<file path="config.mk">
export PLATFORM = sky130hd
export DESIGN_NAME = writeback_arbiter
export DESIGN_NICKNAME = d
export VERILOG_FILES = /design/src/rtl/writeback_arbiter_pkg.sv /design/src/rtl/writeback_arbiter_ret_fifo.sv /design/src/rtl/writeback_arbiter.sv
export SDC_FILE = /design/constraint.sdc
export NUM_CORES = 1
export LEC_CHECK = 0
export CORE_ASPECT_RATIO = 1.4
export CORE_MARGIN = 8
export CORE_UTILIZATION = 56
export CTS_BUF_LIST = sky130_fd_sc_hd__clkbuf_8
export DETAILED_ROUTE_END_ITERATION = 8
export PLACE_DENSITY = 0.83
export SLEW_MARGIN = 10
export SYNTH_ARGS = -nofsm -noshare
export SYNTH_HDL_FRONTEND = slang
export SYNTH_SLANG_ARGS = --single-unit
export TNS_END_PERCENT = 5
</file>
<file path="constraint.sdc">
create_clock -name clk -period 9.18 [get_ports clk]
set_clock_uncertainty 0.05 [all_clocks]
set_input_delay 1.377 -clock clk [delete_from_list [all_inputs] [get_ports clk]]
set_output_delay 1.377 -clock clk [all_outputs]
set_load 0.02 [all_outputs]
</file>
<file path="src/rtl/writeback_arbiter_pkg.sv">
// Shared constants for the writeback arbiter: bus widths, control encodings
// and the default load-queue depth.
package writeback_arbiter_pkg;

   localparam int XLEN_BUS         = 64;
   localparam int REG_INDEX_BUS    = 5;
   localparam int LQ_DEPTH_DEFAULT = 4;

   localparam logic W_REG_EN       = 1'b1;
   localparam logic FLUSH_PIPELINE = 1'b1;
   localparam logic CANCEL_INSTR   = 1'b1;

   localparam logic [REG_INDEX_BUS-1:0] ZERO = '0;

   // Control-level qualification of a mem-stage write; the rd != x0 test is done by the caller.
   function automatic logic pipe_write_ok(input logic en, input logic flush, input logic cancel);
      return (en == W_REG_EN) && (flush != FLUSH_PIPELINE) && (cancel != CANCEL_INSTR);
   endfunction

endpackage

</file>
<file path="src/rtl/writeback_arbiter_ret_fifo.sv">
// Load-return buffer: synchronous first-word-fall-through FIFO with
// extra-MSB wrap-around pointers and a one-cycle clear.
module wb_ret_fifo #(
   parameter int DEPTH = 4,
   parameter int WIDTH = 69
) (
   input  logic             clk,
   input  logic             rst,
   input  logic             clr_i,
   input  logic             push_i,
   input  logic             pop_i,
   input  logic [WIDTH-1:0] din_i,
   output logic [WIDTH-1:0] dout_o,
   output logic             full_o,
   output logic             empty_o
);

   localparam int AW = $clog2(DEPTH);

   logic [WIDTH-1:0] mem_q [DEPTH];
   logic [AW:0]      wr_ptr_q;
   logic [AW:0]      rd_ptr_q;

   always_ff @(posedge clk) begin
      if (rst || clr_i) begin
         wr_ptr_q <= '0;
         rd_ptr_q <= '0;
      end else begin
         if (push_i) wr_ptr_q <= wr_ptr_q + (AW+1)'(1);
         if (pop_i)  rd_ptr_q <= rd_ptr_q + (AW+1)'(1);
      end
   end

   always_ff @(posedge clk) begin
      if (push_i && !clr_i) mem_q[wr_ptr_q[AW-1:0]] <= din_i;
   end

   assign dout_o  = mem_q[rd_ptr_q[AW-1:0]];
   assign empty_o = (wr_ptr_q == rd_ptr_q);
   // Same slot, opposite lap: the writer is exactly one lap ahead.
   assign full_o  = (wr_ptr_q[AW] != rd_ptr_q[AW]) &&
                    (wr_ptr_q[AW-1:0] == rd_ptr_q[AW-1:0]);

endmodule

</file>
<file path="src/rtl/writeback_arbiter.sv">
// Merges mem-stage results and external load returns into one registered
// writeback port, and tracks outstanding loads in a per-register scoreboard.
module writeback_arbiter
   import writeback_arbiter_pkg::*;
#(
   parameter int XLEN      = XLEN_BUS,
   parameter int REG_IDX_W = REG_INDEX_BUS,
   parameter int LQ_DEPTH  = LQ_DEPTH_DEFAULT
) (
   input  logic                 clk,
   input  logic                 rst,
   input  logic                 wreg_en_mem,
   input  logic [REG_IDX_W-1:0] rd_mem,
   input  logic [XLEN-1:0]      wreg_data_mem,
   input  logic                 flush_mem,
   input  logic                 cancel_instr_mem,
   input  logic                 ld_issue_valid,
   input  logic [REG_IDX_W-1:0] ld_issue_rd,
   output logic                 ld_issue_ready,
   input  logic                 ld_ret_valid,
   input  logic [REG_IDX_W-1:0] ld_ret_rd,
   input  logic [XLEN-1:0]      ld_ret_data,
   output logic                 ld_ret_ready,
   input  logic                 ld_kill,
   output logic                 wreg_en_wb,
   output logic [REG_IDX_W-1:0] rd_wb,
   output logic [XLEN-1:0]      wreg_data_wb,
   output logic [31:0]          pending_mask,
   output logic                 ld_busy
);

   localparam int CW = $clog2(LQ_DEPTH) + 1;

   logic                      pipe_valid, ret_acc, ret_drop, ret_keep, ret_direct;
   logic                      fifo_push, fifo_pop, fifo_full, fifo_empty;
   logic                      issue_fire, load_wb;
   logic [REG_IDX_W+XLEN-1:0] fifo_dout;
   logic [REG_IDX_W-1:0]      load_rd;
   logic [XLEN-1:0]           load_data;

   logic [CW-1:0]        outstanding_q, outstanding_d;
   logic [CW-1:0]        drop_cnt_q, drop_cnt_d;
   logic [31:0]          pending_q, pending_d;
   logic                 wb_en_q, wb_en_d;
   logic [REG_IDX_W-1:0] wb_rd_q, wb_rd_d;
   logic [XLEN-1:0]      wb_data_q, wb_data_d;
   logic                 busy_q, busy_d;

   wb_ret_fifo #(
      .DEPTH (LQ_DEPTH),
      .WIDTH (REG_IDX_W + XLEN)
   ) u_ret_fifo (
      .clk     (clk),
      .rst     (rst),
      .clr_i   (ld_kill),
      .push_i  (fifo_push),
      .pop_i   (fifo_pop),
      .din_i   ({ld_ret_rd, ld_ret_data}),
      .dout_o  (fifo_dout),
      .full_o  (fifo_full),
      .empty_o (fifo_empty)
   );

   assign ld_issue_ready = (outstanding_q < CW'(LQ_DEPTH)) && !pending_q[ld_issue_rd];
   assign ld_ret_ready   = !fifo_full || (drop_cnt_q != '0);

   always_comb begin
      pipe_valid = pipe_write_ok(wreg_en_mem, flush_mem, cancel_instr_mem) &&
                   (rd_mem != REG_IDX_W'(ZERO));
      ret_acc    = ld_ret_valid && ld_ret_ready;
      ret_drop   = ret_acc && (drop_cnt_q != '0);
      ret_keep   = ret_acc && !ret_drop;
      // A killed buffer is not drained; its contents are discarded by the clear.
      fifo_pop   = !pipe_valid && !fifo_empty && !ld_kill;
      ret_direct = ret_keep && fifo_empty && !pipe_valid;
      fifo_push  = ret_keep && !ret_direct;
      issue_fire = ld_issue_valid && ld_issue_ready && !ld_kill;
      load_wb    = fifo_pop || ret_direct;
      load_rd    = fifo_pop ? fifo_dout[XLEN +: REG_IDX_W] : ld_ret_rd;
      load_data  = fifo_pop ? fifo_dout[XLEN-1:0] : ld_ret_data;

      wb_en_d   = 1'b0;
      wb_rd_d   = wb_rd_q;
      wb_data_d = wb_data_q;
      if (pipe_valid) begin
         wb_en_d   = 1'b1;
         wb_rd_d   = rd_mem;
         wb_data_d = wreg_data_mem;
      end else if (load_wb) begin
         wb_en_d   = (load_rd != REG_IDX_W'(ZERO));
         wb_rd_d   = load_rd;
         wb_data_d = load_data;
      end

      pending_d = pending_q;
      if (load_wb) pending_d[load_rd] = 1'b0;
      if (issue_fire && (ld_issue_rd != REG_IDX_W'(ZERO))) pending_d[ld_issue_rd] = 1'b1;

      outstanding_d = outstanding_q;
      case ({issue_fire, load_wb})
         2'b10:   outstanding_d = outstanding_q + CW'(1);
         2'b01:   outstanding_d = outstanding_q - CW'(1);
         default: outstanding_d = outstanding_q;
      endcase
      drop_cnt_d = ret_drop ? drop_cnt_q - CW'(1) : drop_cnt_q;

      if (ld_kill) begin
         pending_d     = '0;
         drop_cnt_d    = outstanding_q - CW'(ret_keep);
         outstanding_d = '0;
      end

      // Buffered entries are still counted as outstanding, so this also covers a non-empty buffer.
      busy_d = (outstanding_d != '0);
   end

   always_ff @(posedge clk) begin
      if (rst) begin
         outstanding_q <= '0;
         drop_cnt_q    <= '0;
         pending_q     <= '0;
         wb_en_q       <= 1'b0;
         wb_rd_q       <= '0;
         wb_data_q     <= '0;
         busy_q        <= 1'b0;
      end else begin
         outstanding_q <= outstanding_d;
         drop_cnt_q    <= drop_cnt_d;
         pending_q     <= pending_d;
         wb_en_q       <= wb_en_d;
         wb_rd_q       <= wb_rd_d;
         wb_data_q     <= wb_data_d;
         busy_q        <= busy_d;
      end
   end

   assign wreg_en_wb   = wb_en_q;
   assign rd_wb        = wb_rd_q;
   assign wreg_data_wb = wb_data_q;
   assign pending_mask = pending_q;
   assign ld_busy      = busy_q;

endmodule

</file>
==> key figures, run 1 <==
CTS
  – TritonCTS buffer count: 57
  – Clock transition at the registers of the reported paths: 0.06 ns
  – Number of hold-repair buffers added at the cts stage: 0
  – TritonCTS clock tree: done
  – Clock Sink Count: 393
  – H-tree level count: 2
  – Clock root buffer master: clkbuf_8
  – Number of gates resized after cts: 0
  – # Post-CTS Setup Buffers: 0
  – Buffer levels on the longest clock path: 3
  – Clock latency of the later-clocked register in the worst-skew pair: 0.59 ns

Route
  – Detailed route wirelength on metal3: around 2800 um
  – Routed Antenna Nets: 0
  – Drt first pass iters: 6
  – Uppermost metal layer occupied by signal nets: met5
  – Post-detailed-route wirelength per cell: 22.67 um
  – Total wire length: around 42,000 um
  – WL met2: approximately 22,000 um
  – First-iteration detailed-routing DRC count: 869
  – Wl on met1: 15,760 um
  – Vias per Instance: 6.084
  – Detailed-route DRC error count: 0
  – Vias post-DR: 11.21k

Timing
  – Final worst path period need: 6.085 ns
  – Hold Slack: 0.4413 ns
  – Setup repair after global routing missed its margin: false
  – Final max-slew violation count: 0
  – Upper clock frequency limit: approximately 160 MHz
  – Final-report setup violation count: 0
  – Worst slew margin relative to its limit: 24.93%
  – Transition time at the pin with the least slew margin: 1.126 ns
  – Total Neg Setup Slack: 0 ns
  – Number of hold violations in the final report: 0
  – Fin crit share: 66.28%

Final layout
  – Most common cell after layout, fill and taps aside: edfxtp_1
  – Final core occ: 70.78%
  – Layout net count: 1,579
  – Non-filler cells in the finished layout: 1,843
  – Post-synthesis to final-layout area growth: 24.09%
  – Commonest non-fill, non-tap cells in the layout: 276 x edfxtp_1, 254 x clkdlybuf4s50_1, 184 x nand2_1
  – Total of fill cells in the finished design: 1,927
  – Share of post-route cells with drive strength above 1: about an eighth

Logic synthesis
  – Count of distinct cell types in the synthesized netlist: 65
  – Count of yosys warnings during synthesis: 0
  – Portion of synthesized cell area occupied by the leading cell type: 51.15%
  – Post-synth ARST share: 0%
  – Post-synthesis cell type with the largest combined area: edfxtp_1
  – Main area contributors after synthesis: edfxtp_1 51%, dfxtp_1 14%, mux4_2 10%
  – Cell Area, Synth: between 15,000 and 20,000 um2
  – Syn Area/Cell: between 10 and 15 um2
  – Nets in the synthesized netlist: between 1k and 1.5k
  – Count of flip-flops with a built-in enable after synthesis: 276
  – Gate count after technology mapping: approximately 1.2k
  – Most used flip-flop cell after synthesis: edfxtp_1
  – Share of synthesized area occupied by flip-flops and latches: 65.61%
  – Number of register bits inferred by synthesis: 393

Worst setup path
  – Slowest Stage Delay on Critical Path: between 1 and 1.5 ns
  – Most numerous cell on the critical path: clkdlybuf4s50_1
  – Crit path required time: 7.75 ns
  – Worst-path fanout max: 19
  – Data arrival time of the worst path: 4.66 ns
  – Setup CP Type: in -> out
  – Kind of launch point of the worst setup path: input pin
  – Library cell contributing the largest single delay on the critical path: clkdlybuf4s50_1
  – Critical path cell sequence: clkdlybuf4s50_1, mux4_2, and3_1, a211oi_2, inv_1, a21oi_1, clkdlybuf4s50_1
  – Crit end category: primary output

Placement
  – Count of placed standard cells including taps: 1,733
  – I/O Buffers: about 260
  – Gpl congestion: 0.9178
  – Post-detailed-placement half-perimeter wirelength: 26,580 um

Floorplanning
  – Core Area: 28,410 um2
  – Number of rows created at floorplan: 73
  – Number of ports placed on the die boundary: between 200 and 300
  – Horizontal die dimension: 159.8 um
  – Die extent in y: 217.3 um
  – Floorplan die area: 34,710 um2
  – Initial standard-cell utilization of the core: a little under three fifths

Run
  – MaxCap Viol Count: 0

Global routing
  – Wire length of the first global-routing pass: 65,810 um
  – Sum of overflow across all layers after global routing: 0
  – Largest net degree at the start of global routing: slightly above 90
  – Vias in the first global route: 11.88k
  – GRT Total Usage: 23.95%
  – Number of antenna violations at the first check in global routing: 6

Power and ir drop
  – Maximum ir drop on the vdd rail: 0.1887 mV
  – Leakage power summed over all cells: 6.636 nW
  – Power density over the cells: 185.2 nW/um2

Hold path
  – Path category of the worst min-delay check: reg -> reg

Run status
  – Result of the run: complete, no violations
## Yosys cell counts (all sizes together), types with 11 or more instances
cell type    n
a221oi      26
buf         30
mux4        74
inv         15
xnor2       11
o21ai       32
edfxtp     276
a21oi       74
nand3       13
nor2        91
nand2      184
dfxtp      117
a311o       39
o211ai      26
clkbuf      49
## metal layers
layer / up-vias / global-route usage (%)
met4: 4 / 11.22
met5: - / 0
met3: 102 / 4.930
li1: 5022 / -
met2: 499 / 42.39
met1: 5586 / 27.52
## path summary, 6_finish.rpt
kind	startpoint	endpoint	slack, ns	cells after the start
worst min register to register	pending_mask[25]$_SDFF_PP0_	pending_mask[25]$_SDFF_PP0_	0.44	2
worst max register to register	u_ret_fifo.wr_ptr_q[1]$_SDFFE_PP0P_	wreg_data_wb[14]$_SDFFE_PP0P_	5.37	10
worst max-delay path	ld_issue_rd[1]	ld_issue_ready	3.10	7
worst min-delay path	pending_mask[25]$_SDFF_PP0_	pending_mask[25]$_SDFF_PP0_	0.44	2
## cells by family (layout without fill, tap and decap cells)
family	count (synthesis)	count (layout)	share of synthesized area, %
flops	393	393	65.61
simple gates	335	335	8.835
buf+inv	94	388	2.440
fa+ha+maj	11	11	0.8958
compound gates	238	238	10.54
mux	83	83	10.87
other cells	0	5	0
xor+xnor	15	15	0.8108
## flip-flops by register name (all words and copies together) (netlist names), named ones only
register and cells:
wreg_en_wb 1, drop_cnt_q 3, ld_busy 1, u_ret_fifo.rd_ptr_q 3, wreg_data_wb 64, outstanding_q 3
rd_wb 5, u_ret_fifo.mem_q 276, pending_mask 32, u_ret_fifo.wr_ptr_q 3
## final cells by class
type                            instances  area [um2]  share of cell area, %
Timing Repair Buffer                  268        2645                  13.16
Multi-Input combinational cell        682        5214                  25.93
Clock buffer                           61       839.6                  4.176
Clock inverter                         44       231.5                  1.151
Antenna cell                            5       12.51                0.06223
Sequential cell                       393       10640                  52.91
Inverter                               15       56.30                 0.2800
Tap cell                              375       469.2                  2.334
## through the flow
stage               instance area [um2]  power (W)  setup slack, ns
floorplan                         16200   0.002243            1.530
global placement                  19020   0.002449            3.146
detailed placement                19020   0.002461            3.145
CTS                               20090   0.003753            3.128
global route                      20100   0.003869            2.904
finish                            20110   0.003724            3.095
## power by group
group	total (W)	switching (W)	leakage [nW]	internal [W]
combinational	0.000459	0.000243	2.57	0.000216
sequential	0.00197	0.0000259	3.44	0.00194
clock	0.00130	0.000630	0.629	0.000669
## worst max-delay path: cells and delay by family
family / cells / cell delay, ns
buf+inv: 3 / 1.78
simple gates: 1 / 0.20
compound gates: 2 / 0.72
mux: 1 / 0.58
Power figures use the tool's default switching activity.
==> run 2: changes to the inputs <==
Clock period 9.18 ns to 6 ns, I/O delays scaled along.
==> key figures, run 2 (synthesized netlist as in run 1, its figures left out) <==
Run status
  – Result of the run: complete, no violations

Route
  – Routed Antenna Nets: 0 (unchanged)
  – Drt first pass iters: 6 (unchanged)
  – Vias post-DR: 11.20k (-0.098%)
  – First-iteration detailed-routing DRC count: 800 (-7.9%)
  – Total wire length: 41,550 um (-0.57%)
  – Post-detailed-route wirelength per cell: 22.53 um (-0.63%)
  – Detailed-route DRC error count: 0 (unchanged)
  – Vias per Instance: 6.075 (-0.15%)

Floorplanning
  – Number of ports placed on the die boundary: 256 (unchanged)
  – Core Area: 28,410 um2 (unchanged)
  – Floorplan die area: 34,710 um2 (unchanged)
  – Number of rows created at floorplan: 73 (unchanged)
  – Die extent in y: 217.3 um (unchanged)
  – Initial standard-cell utilization of the core: 57.04% (unchanged)
  – Horizontal die dimension: 159.8 um (unchanged)

CTS
  – Clock latency of the later-clocked register in the worst-skew pair: 0.61 ns (+0.02 ns)
  – # Post-CTS Setup Buffers: 0 (unchanged)
  – TritonCTS clock tree: done
  – H-tree level count: 2 (unchanged)
  – Clock root buffer master: clkbuf_8
  – Number of hold-repair buffers added at the cts stage: 0 (unchanged)
  – TritonCTS buffer count: 56 (-1.8%)
  – Clock Sink Count: 393 (unchanged)
  – Clock transition at the registers of the reported paths: 0.06 ns (about the same)
  – Number of gates resized after cts: 0 (unchanged)
  – Buffer levels on the longest clock path: 3 (unchanged)

Placement
  – I/O Buffers: 255 (unchanged)
  – Placed Instance Area: 19,040 um2 (+0.11%)
  – Gpl congestion: 0.9132 (-0.50%)
  – Post-detailed-placement half-perimeter wirelength: 26,510 um (-0.27%)

Final layout
  – Flip-flop count of the largest register after layout: 276 (unchanged)
  – Non-Filler Cell Area, Final: 20,230 um2 (+0.64%)
  – Post-synthesis to final-layout area growth: 24.88%
  – Layout net count: 1,580 (+0.063%)
  – Share of post-route cells with drive strength above 1: 12.89% (+0.32 points)
  – Most common cell after layout, fill and taps aside: edfxtp_1
  – Commonest non-fill, non-tap cells in the layout: 276 x edfxtp_1, 254 x clkdlybuf4s50_1, 184 x nand2_1

Global routing
  – GRT Total Usage: 23.57% (-0.39 points)
  – Met3 GRT Util: 5.062% (+0.13 points)
  – Met1 global-route usage: 26.87% (-0.66 points)
  – Vias in the first global route: 11.52k (-3.0%)
  – Top Usage Layer GRT: met2
  – Wire length of the first global-routing pass: 64,420 um (-2.1%)
  – Number of antenna violations at the first check in global routing: 5 (-1)
  – Met2 Resource Use GR: 41.68% (-0.71 points)
  – Largest net degree at the start of global routing: 81 (-11%)
  – Sum of overflow across all layers after global routing: 0 (unchanged)

Worst setup path
  – Kind of launch point of the worst setup path: input pin
  – Crit path required time: 5.05 ns (-2.70 ns)
  – Worst-path fanout max: 6 (-13)
  – Worst reg-to-reg setup slack: 2.61 ns (-2.76 ns)
  – Crit end category: primary output
  – Setup CP Type: in -> out
  – Data arrival time of the worst path: 3.88 ns (-0.78 ns)

Timing
  – Final max-slew violation count: 0 (unchanged)
  – Fin crit share: 80.48%
  – Upper clock frequency limit: 207.1 MHz
  – Worst slew margin relative to its limit: 26.90% (+2.0 points)
  – Transition time at the pin with the least slew margin: 1.097 ns (-0.02946 ns)
  – Total Neg Setup Slack: 0 ns (unchanged)
  – Number of hold violations in the final report: 0 (unchanged)
  – Final worst path period need: between 4 and 5 ns
  – Final-report setup violation count: 0 (unchanged)
  – Setup repair after global routing missed its margin: false

Power and ir drop
  – Internal Pwr Total: 0.004516 W (+60%)
  – Psw: 0.001407 W (+57%)
  – Leakage power summed over all cells: 6.703 nW (+1.0%)
  – Maximum ir drop on the vdd rail: 0.2772 mV (+47%)
  – Clk network pwr share: 37.3% (+2.4 points)
  – Combinational group share of total power: 11.9% (-0.4 points)
  – Power share of the sequential group: 50.8% (-2.0 points)
  – Power density over the cells: 292.7 nW/um2 (+58%)
  – Switching portion of total power: 23.75% (-0.38 points)

Hold path
  – Path category of the worst min-delay check: reg -> reg

Run
  – MaxCap Viol Count: 0 (unchanged)
==> run 2: layer usage <==
layer	routed length, um	up-vias	part of all wire [%]
li1	-	5017	-
met1	15340	5571	37
met2	21710	509	52
met3	2849	101	6.9
met4	1623	4	3.9
met5	27	-	0.065
==> run 2: area by class of cell <==
cell class / count / area [um2]
Inverter: 15 / 56.30
Antenna cell: 3 / 7.507
Tap cell: 375 / 469.2
Timing Repair Buffer: 270 / 2660
Clock inverter: 47 / 375.4
Multi-Input combinational cell: 682 / 5215
Sequential cell: 393 / 10640
Clock buffer: 59 / 812.0
Fill cell: 1896 / 8173
==> run 2: path summary, 6_finish.rpt <==
check / endpoint / cells after the start / startpoint
worst max-delay path: ld_issue_ready / 7 / ld_issue_rd[1]
worst min-delay path: pending_mask[0]$_SDFF_PP0_ / 1 / pending_mask[0]$_SDFF_PP0_
worst max register to register: ld_busy$_SDFF_PP0_ / 11 / u_ret_fifo.wr_ptr_q[1]$_SDFFE_PP0P_
worst min register to register: pending_mask[0]$_SDFF_PP0_ / 1 / pending_mask[0]$_SDFF_PP0_
==> run 2: power by group through the flow <==
stage | sequential, W | combinational, W | clock, W
after floorplan | 0.00313 | 0.000299 | 0
after global placement | 0.00306 | 0.000682 | 0
after detailed placement | 0.00306 | 0.000701 | 0
after CTS | 0.00301 | 0.000706 | 0.00224
after global routing | 0.00301 | 0.000758 | 0.00237
final | 0.00301 | 0.000705 | 0.00221
==> run 2: metrics by stage <==
stage / hold slack, ns / instances / setup WS [ns] / power (W) / utilization, %
after global routing: 0.4634 / 1844 / 1.083 / 0.006140 / 71.23
after CTS: 0.4445 / 1841 / 1.237 / 0.005955 / 71.20
after global placement: 0.4204 / 1735 / 1.247 / 0.003743 / 67.02
final: 0.4454 / 1844 / 1.171 / 0.005923 / 71.23
after floorplan: 0.4526 / 1169 / 0.9404 / 0.003432 / -
after detailed placement: 0.4362 / 1735 / 1.242 / 0.003766 / 67.02
==> run 2: critical path, stage by stage <==
cell	delay (ns)
clkdlybuf4s50_1	0.69
mux4_2	0.54
and3_1	0.20
a211oi_2	0.43
inv_1	0.08
a21oi_1	0.34
clkdlybuf4s50_1	0.69
==> run 3: changes to the inputs <==
Clock period 6 ns to 4.45 ns, I/O delays scaled along.
==> key figures, run 3 (synthesized netlist as in run 1, its figures left out) <==
Final layout
  – Total of fill cells in the finished design: 1,896 (unchanged)
  – Flip-flop count of the largest register after layout: 276 (unchanged)
  – Layout net count: 1,590 (+0.63%)
  – Most common cell after layout, fill and taps aside: edfxtp_1
  – Combined area of the multi-input logic cells: 5215 um2 (unchanged)
  – Non-Filler Cell Area, Final: 20,340 um2 (+0.51%)
  – Post-synthesis to final-layout area growth: 25.52%
  – Commonest non-fill, non-tap cells in the layout: 276 x edfxtp_1, 254 x clkdlybuf4s50_1, 184 x nand2_1
  – Share of post-route cells with drive strength above 1: 13.43% (+0.54 points)
  – Register Area: 10,640 um2 (unchanged)

Worst setup path
  – Setup CP Type: in -> out
  – Startpoint of the lowest-slack register-to-register path: pending_mask[23]$_SDFF_PP0_
  – Launching element of the worst setup path: ld_issue_rd[0]
  – Kind of launch point of the worst setup path: input pin
  – Total number of cells along the worst setup path: 6 (-1)
  – Crit path required time: 3.73 ns (-1.32 ns)
  – Worst Path Buf+Inv: 2 (-1)
  – Critical path cell sequence: clkdlybuf4s50_1, mux4_2, a32o_1, a311o_1, a21oi_1, clkdlybuf4s50_1
  – Delay-heaviest family, CP: buffers and inverters
  – Slowest Stage Delay on Critical Path: 0.70 ns (about the same)
  – Crit end category: primary output
  – Most numerous cell on the critical path: clkdlybuf4s50_1
  – Worst-path fanout max: 6 (unchanged)
  – Data arrival time of the worst path: 3.45 ns (-0.43 ns)
  – Library cell contributing the largest single delay on the critical path: clkdlybuf4s50_1
  – Path depth of the worst reg2reg path: 11 (unchanged)

Floorplanning
  – Floorplan die area: 34,710 um2 (unchanged)
  – Number of ports placed on the die boundary: 256 (unchanged)
  – Horizontal die dimension: 159.8 um (unchanged)
  – Core Area: 28,410 um2 (unchanged)
  – Initial standard-cell utilization of the core: 57.04% (unchanged)
  – Number of rows created at floorplan: 73 (unchanged)
  – Die extent in y: 217.3 um (unchanged)

Power and ir drop
  – Maximum ir drop on the vdd rail: 0.2520 mV (-9.1%)
  – Design Power: 0.007853 W (+33%)
  – Leakage power summed over all cells: 6.728 nW (+0.37%)
  – Power density over the cells: 386.2 nW/um2 (+32%)

Hold path
  – Hold Crit Depth: 1 (unchanged)
  – Hold_sp: pending_mask[0]$_SDFF_PP0_
  – Path category of the worst min-delay check: reg -> reg

Route
  – Post-detailed-route wirelength per cell: 22.73 um (+0.85%)
  – First-iteration detailed-routing DRC count: 738 (-7.8%)
  – Total wire length: 42,130 um (+1.4%)
  – Detailed-route DRC error count: 0 (unchanged)
  – Uppermost metal layer occupied by signal nets: met5
  – Vias post-DR: 11.25k (+0.45%)
  – WL met2: 21,480 um (-1.1%)
  – Drt first pass iters: 6 (unchanged)
  – Detailed route wirelength on metal3: 2652 um (-6.9%)
  – Routed Antenna Nets: 0 (unchanged)
  – Vias per Instance: 6.069 (about the same)
  – Wl on met1: 16,460 um (+7.3%)

Global routing
  – Vias in the first global route: 11.41k (-0.99%)
  – Largest net degree at the start of global routing: 75 (-7.4%)
  – Wire length of the first global-routing pass: 64,310 um (-0.16%)
  – Sum of overflow across all layers after global routing: 0 (unchanged)
  – GRT Total Usage: 23.52% (-0.044 points)
  – Number of antenna violations at the first check in global routing: 8 (+3)

CTS
  – TritonCTS buffer count: 56 (unchanged)
  – Buffer levels on the longest clock path: 3 (unchanged)
  – Clock transition at the registers of the reported paths: 0.07 ns (about the same)
  – Clock latency of the later-clocked register in the worst-skew pair: 0.61 ns (about the same)
  – H-tree level count: 2 (unchanged)
  – Clock Sink Count: 393 (unchanged)
  – # Post-CTS Setup Buffers: 0 (unchanged)
  – TritonCTS clock tree: done
  – Number of hold-repair buffers added at the cts stage: 0 (unchanged)
  – Clock root buffer master: clkbuf_8
  – Number of gates resized after cts: 0 (unchanged)

Timing
  – Setup repair after global routing missed its margin: false
  – Final max-slew violation count: 0 (unchanged)
  – Fin crit share: a little over nine tenths
  – Upper clock frequency limit: 240.1 MHz
  – Final-report setup violation count: 0 (unchanged)
  – Final worst path period need: 4.166 ns
  – Worst slew margin relative to its limit: 14.03% (-13 points)
  – Hold Slack: 0.4388 ns (-0.006519 ns)
  – Number of hold violations in the final report: 0 (unchanged)
  – Transition time at the pin with the least slew margin: 1.288 ns (+0.1916 ns)
  – Total Neg Setup Slack: 0 ns (unchanged)

Run
  – MaxCap Viol Count: 0 (unchanged)

Placement
  – I/O Buffers: 255 (unchanged)
  – Post-detailed-placement half-perimeter wirelength: 27,940 um (+5.4%)
  – Placed Instance Area: 19,190 um2 (+0.79%)
  – Gpl congestion: 0.9304 (+1.9%)

Run status
  – Result of the run: complete, no violations
-- run 3: cell types whose count changed in the layout (fill, tap and decap cells not counted), sizes merged --
cell	previous run	this run
diode	3	5
buf	16	26
inv	36	33
clkinvlp	0	2
clkinv	19	18
bufinv	7	4
clkbuf	59	62
-- run 3: final timing paths --
check | end | slack [ns]
setup reg to reg | ld_busy$_SDFF_PP0_ | 1.38
setup / recovery | ld_issue_ready | 0.28
hold / removal | pending_mask[0]$_SDFF_PP0_ | 0.44
hold reg to reg | pending_mask[0]$_SDFF_PP0_ | 0.44
-- run 3: layout make-up --
| type | instances | share of cell area (%) |
|---|---|---|
| timing repair buffer | 280 | 13.82 |
| multi-input combinational | 682 | 25.64 |
| inverter | 15 | 0.2769 |
| clock inverter | 42 | 1.384 |
| tap | 375 | 2.307 |
| sequential | 393 | 52.31 |
| clock buffer | 62 | 4.196 |
| antenna | 5 | 0.06153 |
-- run 3: per-layer routing --
layer,global-route usage [%],up-vias
met2,40.56,451
met4,10.53,6
met1,28.11,5657
met3,4.930,106
li1,-,5032
met5,0,-
-- run 3: stage by stage --
step | setup slack, ns | cells | utilization [%]
after CTS | 0.2764 | 1849 | 71.55
after global routing | 0.1971 | 1854 | 71.59
after detailed placement | 0.2614 | 1745 | 67.55
after global placement | 0.2752 | 1745 | 67.55
final | 0.2843 | 1854 | 71.59
after floorplan | 0.5462 | 1169 | -
-- run 3: power breakdown --
group	total, W	internal (W)	switching (W)
registers	0.00406	0.00400	0.0000541
logic	0.000954	0.000451	0.000503
clock network	0.00284	0.00151	0.00133
